$ cat config.mk
export PLATFORM = sky130hd
export DESIGN_NAME = run_controller
export DESIGN_NICKNAME = d
export VERILOG_FILES = /design/src/rtl/run_ctl_pkg.sv /design/src/rtl/byte_stream_port.sv /design/src/rtl/run_controller.sv
export SDC_FILE = /design/constraint.sdc
export NUM_CORES = 1
export LEC_CHECK = 0
export ABC_AREA = 1
export ABC_CLOCK_PERIOD_IN_PS = 1200
export CAP_MARGIN = 20
export CORE_MARGIN = 3
export CORE_UTILIZATION = 43
export DETAILED_ROUTE_END_ITERATION = 10
export PLACE_DENSITY = 0.77
export REMOVE_ABC_BUFFERS = 1
export SETUP_SLACK_MARGIN = 0.15
export SLEW_MARGIN = 40
export SYNTH_ARGS = -nofsm -noshare
export SYNTH_HDL_FRONTEND = slang
export SYNTH_SLANG_ARGS = --single-unit
$ cat constraint.sdc
create_clock -name clk -period 1.2 [get_ports clk]
set_input_delay 0.24 -clock clk [delete_from_list [all_inputs] [get_ports clk]]
set_output_delay 0.24 -clock clk [all_outputs]
set_load 0.01 [all_outputs]
$ cat src/rtl/run_ctl_pkg.sv
// Shared types and default geometry for the run controller.
// The optional cycle counter is enabled by defining RUN_CYCLE_COUNT_EN.
package run_ctl_pkg;

  typedef enum logic [2:0] {
    ST_IDLE,
    ST_LOAD,
    ST_LAUNCH,
    ST_RUN,
    ST_DRAIN,
    ST_FINISH
  } run_state_t;

  localparam int unsigned DEF_LOAD_N   = 64;
  localparam int unsigned DEF_RES_BASE = 64;
  localparam int unsigned DEF_RES_N    = 32;

endpackage

$ cat src/rtl/byte_stream_port.sv
// One side of a valid/ready byte stream: detects the handshake and walks an
// address/count pair from BASE for N transfers.
module byte_stream_port #(
  parameter int unsigned AW   = 8,
  parameter int unsigned N    = 64,
  parameter int unsigned BASE = 0
) (
  input  logic          clk,
  input  logic          reset,
  input  logic          clear_i,
  input  logic          active_i,
  input  logic          peer_i,
  output logic          hs_o,
  output logic          last_o,
  output logic [AW-1:0] addr_o
);

  localparam int unsigned   CW     = $clog2(N) + 1;
  localparam logic [AW-1:0] BASE_A = AW'(BASE);
  localparam logic [CW-1:0] LAST_C = CW'(N - 1);
  localparam logic [CW-1:0] ONE_C  = CW'(1);
  localparam logic [AW-1:0] ONE_A  = AW'(1);

  logic [CW-1:0] cnt_q, cnt_d;
  logic [AW-1:0] addr_q, addr_d;

  assign hs_o   = active_i & peer_i;
  assign last_o = (cnt_q == LAST_C);
  assign addr_o = addr_q;

  always_comb begin
    // NOTE: every variable gets a default first so no path leaves it unassigned and infers a latch.
    cnt_d  = cnt_q;
    addr_d = addr_q;
    if (clear_i) begin
      cnt_d  = '0;
      addr_d = BASE_A;
    end else if (hs_o) begin
      cnt_d  = cnt_q + ONE_C;
      addr_d = addr_q + ONE_A;
    end
  end

  // NOTE: state registers use non-blocking assignments so all flops update together at the edge.
  always_ff @(posedge clk) begin
    if (reset) begin
      cnt_q  <= '0;
      addr_q <= BASE_A;
    end else begin
      cnt_q  <= cnt_d;
      addr_q <= addr_d;
    end
  end

endmodule

$ cat src/rtl/run_controller.sv
// Host-side load/run/drain sequencer for the core's req/done interface.
// Define RUN_CYCLE_COUNT_EN to expose the run cycle count on cyc_cnt.
module run_controller
  import run_ctl_pkg::*;
#(
  parameter int unsigned AW       = 8,
  parameter int unsigned LOAD_N   = DEF_LOAD_N,
  parameter int unsigned RES_BASE = DEF_RES_BASE,
  parameter int unsigned RES_N    = DEF_RES_N,
  parameter int unsigned TO_W     = 16
) (
  input  logic          clk,
  input  logic          reset,
  input  logic          start,
  input  logic          ld_valid,
  input  logic [7:0]    ld_data,
  output logic          ld_ready,
  output logic          mem_sel,
  output logic          mem_wr_en,
  output logic [AW-1:0] mem_addr,
  output logic [7:0]    mem_wr_data,
  input  logic [7:0]    mem_rd_data,
  output logic          core_reset,
  output logic          core_req,
  input  logic          core_done,
  output logic          res_valid,
  output logic [7:0]    res_data,
  input  logic          res_ready,
  output logic          busy,
  output logic          finished,
  output logic          timeout,
  output logic [31:0]   cyc_cnt
);

  // Last counter value before the timeout value 2^TO_W-1 is reached.
  localparam logic [TO_W-1:0] TO_LAST = ~TO_W'(1);
  localparam logic [TO_W-1:0] TO_ONE  = TO_W'(1);

  run_state_t      state_q, state_d;
  logic [TO_W-1:0] run_cnt_q, run_cnt_d;
  logic            timeout_q, timeout_d;

  logic            start_go, run_done, run_expire;
  logic            ld_hs, ld_last, rs_hs, rs_last;
  logic [AW-1:0]   ld_addr, rs_addr;

  assign start_go   = (state_q == ST_IDLE) && start;
  assign run_done   = (state_q == ST_RUN) && core_done;
  assign run_expire = (state_q == ST_RUN) && !core_done && (run_cnt_q == TO_LAST);

  byte_stream_port #(.AW(AW), .N(LOAD_N), .BASE(0)) u_load_port (
    .clk      (clk),
    .reset    (reset),
    .clear_i  (start_go),
    .active_i (state_q == ST_LOAD),
    .peer_i   (ld_valid),
    .hs_o     (ld_hs),
    .last_o   (ld_last),
    .addr_o   (ld_addr)
  );

  byte_stream_port #(.AW(AW), .N(RES_N), .BASE(RES_BASE)) u_drain_port (
    .clk      (clk),
    .reset    (reset),
    .clear_i  (run_done),
    .active_i (state_q == ST_DRAIN),
    .peer_i   (res_ready),
    .hs_o     (rs_hs),
    .last_o   (rs_last),
    .addr_o   (rs_addr)
  );

  always_ff @(posedge clk) begin
    if (reset) state_q <= ST_IDLE;
    else       state_q <= state_d;
  end

  always_comb begin
    state_d = state_q;
    unique case (state_q)
      ST_IDLE:   if (start)             state_d = ST_LOAD;
      ST_LOAD:   if (ld_hs && ld_last)  state_d = ST_LAUNCH;
      ST_LAUNCH:                        state_d = ST_RUN;
      ST_RUN: begin
        if (core_done)                  state_d = ST_DRAIN;
        else if (run_expire)            state_d = ST_FINISH;
      end
      ST_DRAIN:  if (rs_hs && rs_last)  state_d = ST_FINISH;
      ST_FINISH:                        state_d = ST_IDLE;
      default:                          state_d = ST_IDLE;
    endcase
  end

  always_comb begin
    core_reset = 1'b1;
    mem_sel    = 1'b0;
    ld_ready   = 1'b0;
    mem_wr_en  = 1'b0;
    core_req   = 1'b0;
    res_valid  = 1'b0;
    finished   = 1'b0;
    unique case (state_q)
      ST_LOAD: begin
        mem_sel   = 1'b1;
        ld_ready  = 1'b1;
        mem_wr_en = ld_hs;
      end
      ST_LAUNCH: begin
        core_reset = 1'b0;
        core_req   = 1'b1;
      end
      ST_RUN:    core_reset = 1'b0;
      ST_DRAIN: begin
        mem_sel   = 1'b1;
        res_valid = 1'b1;
      end
      ST_FINISH: finished = 1'b1;
      default: ;
    endcase
  end

  // The drain address only moves on a handshake, which keeps res_data stable under stall.
  assign mem_addr    = (state_q == ST_DRAIN) ? rs_addr : ld_addr;
  assign mem_wr_data = ld_data;
  assign res_data    = mem_rd_data;
  assign busy        = (state_q != ST_IDLE);
  assign timeout     = timeout_q;

  always_comb begin
    run_cnt_d = run_cnt_q;
    timeout_d = timeout_q;
    if (state_q == ST_LAUNCH)    run_cnt_d = '0;
    else if (state_q == ST_RUN)  run_cnt_d = run_cnt_q + TO_ONE;
    if (start_go)                timeout_d = 1'b0;
    else if (run_expire)         timeout_d = 1'b1;
  end

  always_ff @(posedge clk) begin
    if (reset) begin
      run_cnt_q <= '0;
      timeout_q <= 1'b0;
    end else begin
      run_cnt_q <= run_cnt_d;
      timeout_q <= timeout_d;
    end
  end

`ifdef RUN_CYCLE_COUNT_EN
  logic [31:0] cyc_cnt_q, cyc_cnt_d;

  // Counts LAUNCH plus every RUN cycle, so it freezes on the cycle that ends the run.
  always_comb begin
    cyc_cnt_d = cyc_cnt_q;
    if (start_go)
      cyc_cnt_d = '0;
    else if ((state_q == ST_LAUNCH) || (state_q == ST_RUN))
      cyc_cnt_d = cyc_cnt_q + 32'd1;
  end

  always_ff @(posedge clk) begin
    if (reset) cyc_cnt_q <= '0;
    else       cyc_cnt_q <= cyc_cnt_d;
  end

  assign cyc_cnt = cyc_cnt_q;
`else
  assign cyc_cnt = '0;
`endif

endmodule

==> results of run 1 <==
## state kept, by name, summed over array words and instances, names as in the netlist
| name | count |
|---|---|
| u_drain_port.addr_o | 8 |
| u_load_port.addr_o | 8 |
| run_cnt_q | 16 |
| u_load_port.cnt_q | 7 |
| u_drain_port.cnt_q | 6 |
| timeout | 1 |
| state_q | 3 |
## per-layer routing
metal	wire (um)	vias to the layer above
met4	956	0
met5	0	-
li1	-	1530
met3	1078	90
met1	4276	1645
met2	6120	257
## area by class of cell
| type | instances | area, um^2 | share of cell area |
|---|---|---|---|
| inverter | 51 | 231.5 | 0.04704 |
| tap | 77 | 96.34 | 0.01958 |
| sequential | 49 | 992.2 | 0.2016 |
| clock inverter | 1 | 5.005 | 0.001017 |
| multi-input combinational | 296 | 2088 | 0.4244 |
| clock buffer | 5 | 68.82 | 0.01398 |
| timing repair buffer | 150 | 1439 | 0.2924 |
## power by group through the flow
stage	combinational [mW]	sequential, mW	clock [mW]
after global routing	5.16	1.85	1.04
final	4.97	1.85	0.967
after global placement	2.02	1.80	0
after floorplan	0.966	1.83	0
after CTS	3.54	1.81	0.955
after detailed placement	2.08	1.81	0
## worst max-delay path: stages, from the launching register on
cell and delay, ns:
dfxtp_1 0.42, buf_4 0.16, inv_1 0.07, nor2_2 0.31, nand2_1 0.18, xnor2_1 0.23, nand2_2 0.09, a21oi_2 0.18
## metrics by stage
| stage | util | instance area (um^2) | TNS (ns) |
|---|---|---|---|
| after floorplan | - | 2633 | -6.564 |
| after global placement | 0.5593 | 3612 | -19.34 |
| after detailed placement | 0.5593 | 3612 | -20.96 |
| after CTS | 0.6802 | 4393 | -13.66 |
| after global routing | 0.7619 | 4921 | -24.13 |
| final | 0.7619 | 4921 | -21.03 |
## how the worst min path moves through the flow
| stage | start | end | depth (start not counted) |
|---|---|---|---|
| floorplan | reset | state_q[1] | 3 |
| global placement | u_load_port.cnt_q[6] | u_load_port.cnt_q[6] | 2 |
| detailed placement | u_load_port.cnt_q[6] | u_load_port.cnt_q[6] | 2 |
| CTS | u_load_port.cnt_q[6] | u_load_port.cnt_q[6] | 2 |
| global route | mem_rd_data[6] | res_data[6] | 0 |
| finish | ld_data[0] | mem_wr_data[0] | 0 |
## cell families after synthesis
| kind of cell | count (synthesis) |
|---|---|
| AO/OA/AOI/OAI | 69 |
| XOR/XNOR | 5 |
| adder cells (fa/ha/maj) | 6 |
| buffers and inverters | 104 |
| flip-flops | 49 |
| other | 1 |
| AND/OR/NAND/NOR | 181 |
## placed cells by master, fill, tap and decap left out, drive strengths merged
| cell type | netlist | layout |
|---|---|---|
| buf | 52 | 145 |
| nand2 | 91 | 94 |
| inv | 51 | 51 |
| dfxtp | 49 | 49 |
| nor2 | 48 | 48 |
| a21oi | 34 | 34 |
| conb | 1 | 32 |
| o21ai | 24 | 24 |
| nand3 | 17 | 17 |
| nand4 | 9 | 9 |
| nor3 | 8 | 8 |
| o21a | 6 | 6 |
| nor3b | 6 | 6 |
| ha | 6 | 6 |
| clkbuf | 1 | 5 |
| clkdlybuf4s50 | 0 | 5 |
| xor2 | 4 | 4 |
| a31oi | 2 | 2 |
| o21bai | 2 | 2 |
| xnor2 | 1 | 1 |
| and3 | 1 | 1 |
| nor4 | 1 | 1 |
| o21ba | 1 | 1 |
| clkinv | 0 | 1 |
## repair_timing
item / in CTS / in global routing
setup buffers: 27 / 14
pin swaps: 40 / 35
hold buffers: 0 / 0
setup endpoints to repair: 66 / 66
resized for setup: 216 / 100
gates cloned: 5 / 0
==> results.py, run 1 <==
metrics = {
    "setup_path": {
        "crit_type": "reg2reg",
        "r2r_start": "u_load_port.addr_o[0]",
        "endpoint": "u_load_port.addr_o[7]",
        "end_kind": "register",
        "reg2reg_to": "u_load_port.addr_o[7]",
        "startpoint": "u_load_port.addr_o[0]",
        "rr_worst_depth": 7,
        "worst_setup_path_start_kind": "register",
        "cp_max_fo": 3,
        "rrSetupSlack_ns": -0.52,
        "crit_required_ns": 1.46,
        "arrival_ns": 1.97,
    },
    "clocking": {
        "clk_latency_ns": 0.32,
        "root_buffer": "clkbuf_8",
        "cts_tree": "built",
        "cts.sinks": 49,
        "path_clk_slew_ns": 0.10,
        "clk_path_buf_depth": 2,
        "cts_buffers": 5,
        "htree_levels": 2,
    },
    "pwr": {
        "p_leak_nw": 2.147,
        "clockPowerShare": 0.124,
        "switching_share": 0.4170,
        "finalPower_mw": 7.780,
        "p_comb_frac": 0.638,
        "internal_power_mw": 4.536,
        "power.density_mw_per_mm2": 1581,
        "vdd_drop_max_v": 0.0006458,
        "p_seq_frac": 0.237,
        "switchingPower_mw": 3.244,
    },
    "drt": {
        "vias": 3522,
        "routed_wl_mm": 12.43,
        "postRouteAntennaNets": 0,
        "drt_iter0_markers": 246,
        "via_per_inst": 5.599,
        "drt_pass1_iterations": 5,
        "detail_route.wl_per_cell_um": 19.76,
        "drc": 0,
    },
    "die": {
        "fp.dieArea_mm2": 0.007804,
        "coreArea_mm2": 0.006459,
        "rows": 29,
        "dieWidth_um": 88.34,
        "initial_core_util": 0.4514,
        "die_h_um": 88.34,
        "ios": 87,
    },
    "synth": {
        "synth_flop_cell": "dfxtp_1",
        "synthArstFlopShare": 0,
        "ys_ff_latch": 49,
        "synthTopCellsByArea": "dfxtp_1 (34%), buf_4 (13%), nand2_1 (11%), inv_1 (6.1%), a21oi_1 (5.7%)",
        "yosysUniqueCellTypes": 34,
        "syn_avg_cell_area_um2": 7.025,
        "synth_top_family_by_area": "simple AND/OR/NAND/NOR gates",
        "synth_compound_area_frac": 0.1330,
        "synth_cells": 415,
        "ys.warnings.count": 0,
        "yosysTopAreaCell": "dfxtp_1",
        "synth-xor-area-share": 0.01502,
        "yosys.area_share.simple": 0.2841,
        "yosys-top-cells-count": "nand2_1 (87), buf_4 (49), dfxtp_1 (49)",
        "yosysMostFrequentCell": "nand2_1",
        "ys_seq_area_frac": 0.3365,
        "synthAdderAreaFrac": 0.02575,
        "synth_top_area_frac": 0.3365,
        "syn_area_mm2": 0.002915,
        "synth-edff-count": 0,
        "synth.area.mux_share": 0,
    },
    "place": {
        "port-buffer-count": 22,
        "dp.cells": 577,
        "place.gp.congestion": 0.8382,
        "hpwl_mm": 5.321,
        "place_ws_ns": -0.5147,
    },
    "sta": {
        "setup_ws_ns": -0.5171,
        "fin_crit_sh": 1.431,
        "final-max-slew-violation-count": 0,
        "fin_worst_skew_ns": 0.01789,
        "finalSetupViolations": 65,
        "timing.fmax_mhz": 582.4,
        "hold_viol_final": 0,
        "fin_crit_ns": 1.717,
        "rsz0062_at_grt": "true",
        "holdWs_ns": 0.4801,
    },
    "finish": {
        "nets": 581,
        "n_antenna_cell": 0,
        "synthToLayoutAreaGrowth_pct": 68.80,
        "drive_gt1_frac": 0.5254,
        "instances_no_fill": 629,
        "nFillCells": 372,
    },
    "outcome": {
        "status": "finished with violations",
        "violations": "negative setup slack",
    },
    "global_routing": {
        "grt_util_met1": 0.2737,
        "groute.usage.overall": 0.2577,
        "antenna_found_initial": 0,
        "grt_pass1_wl_mm": 15.73,
        "use_met2": 0.4840,
        "grt_pass1_vias": 3374,
        "grt_overflow": 0,
        "grt_max_degree": 14,
        "grt.busiest_layer": "met2",
        "grtUsageMet3": 0.07728,
    },
    "job": {
        "maxCapViolations": 0,
    },
    "hold_path": {
        "hold_path_class": "in2out",
    },
}
No activity file was read; power rests on OpenSTA's default activity.
==> run 2: changes to the inputs <==
CORE_ASPECT_RATIO = 0.5   (was default)
==> results.py, run 2 (synthesis results as in run 1) <==
metrics = {
    "outcome": {
        "status": "finished with violations",
        "violations": "negative setup slack",
    },
    "clocking": {
        "cts_tree": "built",
        "htree_levels": 2,
        "cts_hold_buf": 0,
        "clk_path_buf_depth": 2,
        "cts_buffers": 5,
        "path_clk_slew_ns": 0.07,
        "root_buffer": "clkbuf_16",
        "clk_latency_ns": 0.31,
        "cts.sinks": 49,
    },
    "job": {
        "maxCapViolations": 0,
    },
    "setup_path": {
        "worst-path-buf-inv": 4,
        "worst_setup_path_start_kind": "register",
        "arrival_ns": 1.93,
        "critical-path-top-delay-family": "buffers and inverters",
        "crit_path_cell_trace": "nor2_4, buf_6, nand2_8, buf_6, nor2_4, buf_6, buf_12, nand2_1, a21oi_1",
        "path_common_cell": "buf_6",
        "cpPeakStageDelay_ns": 0.37,
        "cp_max_fo": 5,
        "cp_slowest_cell": "dfxtp_4",
        "crit_type": "reg2reg",
        "end_kind": "register",
        "crit_required_ns": 1.41,
    },
    "die": {
        "coreArea_mm2": 0.006306,
        "fp.dieArea_mm2": 0.007864,
        "die_h_um": 64.23,
        "rows": 20,
        "dieWidth_um": 122.4,
        "initial_core_util": 0.4623,
        "ios": 87,
    },
    "sta": {
        "finalSetupViolations": 65,
        "timing.fmax_mhz": 582.4,
        "final-max-slew-violation-count": 0,
        "setup_ws_ns": -0.5171,
        "hold_viol_final": 0,
        "fin_worst_skew_ns": 0.01017,
        "rsz0062_at_grt": "true",
        "fin_crit_sh": 1.431,
        "fin_crit_ns": 1.717,
    },
    "finish": {
        "final_area_mm2": 0.004708,
        "synthToLayoutAreaGrowth_pct": 61.50,
        "drive_gt1_frac": 0.4981,
        "n_antenna_cell": 0,
        "nFillCells": 370,
        "multiInputGateArea_mm2": 0.001984,
        "nets": 565,
        "mostFrequentLayoutCell": "buf_4",
        "seqCellArea_mm2": 0.001001,
        "largest_register_ff_count": 16,
        "final_cell_mix": "buf_4 (80), nand2_1 (55), dfxtp_1 (43)",
        "instances_no_fill": 626,
        "regMostFlops": "run_cnt_q",
    },
    "drt": {
        "vias": 3531,
        "routed_wl_mm": 11.96,
        "drt_pass1_iterations": 5,
        "via_per_inst": 5.641,
        "detail_route.wl_per_cell_um": 19.10,
        "drt_iter0_markers": 342,
        "drc": 0,
        "postRouteAntennaNets": 0,
    },
    "place": {
        "dp.cells": 586,
        "port-buffer-count": 22,
        "hpwl_mm": 4.978,
        "place.gp.congestion": 0.8337,
        "place_area_mm2": 0.003623,
    },
    "global_routing": {
        "grt_pass1_vias": 3065,
        "grt_pass1_wl_mm": 14.08,
        "antenna_found_initial": 0,
        "groute.usage.overall": 0.2269,
        "grt_max_degree": 17,
        "grt_overflow": 0,
    },
    "pwr": {
        "vdd_drop_max_v": 0.0008589,
        "p_leak_nw": 2.089,
        "power.density_mw_per_mm2": 1596,
    },
    "hold_path": {
        "hold_path_class": "in2out",
    },
}
## run 2: changes by cell type in the layout (fill, tap and decap cells not counted), moves of 4 or more
cell	before	now
clkbuf_8	5	0
nor2_1	26	31
buf_6	48	28
o21ai_2	16	11
clkbuf_16	0	6
nor2_4	14	10
## run 2: through the flow
step                      setup slack (ns)  total power [mW]  setup TNS (ns)  hold slack, ns    util
after floorplan                    -0.2863             2.792          -6.564          0.3888       -
after global placement             -0.4945             3.835          -19.88          0.4471  0.5746
after detailed placement           -0.5156             3.880          -20.89          0.4516  0.5746
after CTS                          -0.3358             6.240          -13.76          0.4655  0.6462
after global routing               -0.5411             7.738          -23.20          0.4801  0.7466
final                              -0.5171             7.514          -20.04          0.4801  0.7466
## run 2: area by class of cell
type / instances / area share
flip-flops and latches: 49 / 0.2126
repair buffers: 134 / 0.2602
multi-input cells: 296 / 0.4215
clock inverters: 3 / 0.009301
clock buffers: 5 / 0.02657
inverters: 51 / 0.04651
well taps: 88 / 0.02339
## run 2: layer usage
metal	wire length (um)	GRT usage	up-vias
met5	0	0	-
met4	749	0.1395	0
met3	1186	0.07162	91
met2	5709	0.3964	290
met1	4309	0.2391	1647
li1	-	-	1503
## run 2: repair_timing
action,in CTS,in global routing
pin swaps,14,39
cloned,3,2
setup buffers,15,12
gates resized for setup,123,152
endpoints found under the setup margin,66,65
## run 2: worst paths after layout
| path | startpoint | endpoint | slack (ns) | cells past startpoint |
|---|---|---|---|---|
| worst min-delay path | ld_data[0] | mem_wr_data[0] | 0.48 | 0 |
| worst max register to register | state_q[0] | u_drain_port.addr_o[7] | -0.52 | 9 |
| worst max-delay path | state_q[0] | u_drain_port.addr_o[7] | -0.52 | 9 |
| worst min register to register | u_drain_port.addr_o[6] | u_drain_port.addr_o[6] | 0.49 | 2 |
## run 2: worst register-to-register path, delay by kind of cell (launching register included)
kind | cells | cell delay [ns]
AOI/OAI and AO/OA | 1 | 0.22
and+or+nand+nor | 4 | 0.49
DFF | 1 | 0.37
buffers and inverters | 4 | 0.54
## run 2: report_power, final
part	internal, mW	switching, mW	total, mW
logic	1.85	2.10	3.95
registers	1.74	0.119	1.86
clock network	0.990	0.717	1.71
==> run 3: changes to the inputs <==
ABC_CLOCK_PERIOD_IN_PS = default   (was 1200)
==> results of run 3 <==
Final layout, timing and power as in run 2 (identical DEF).
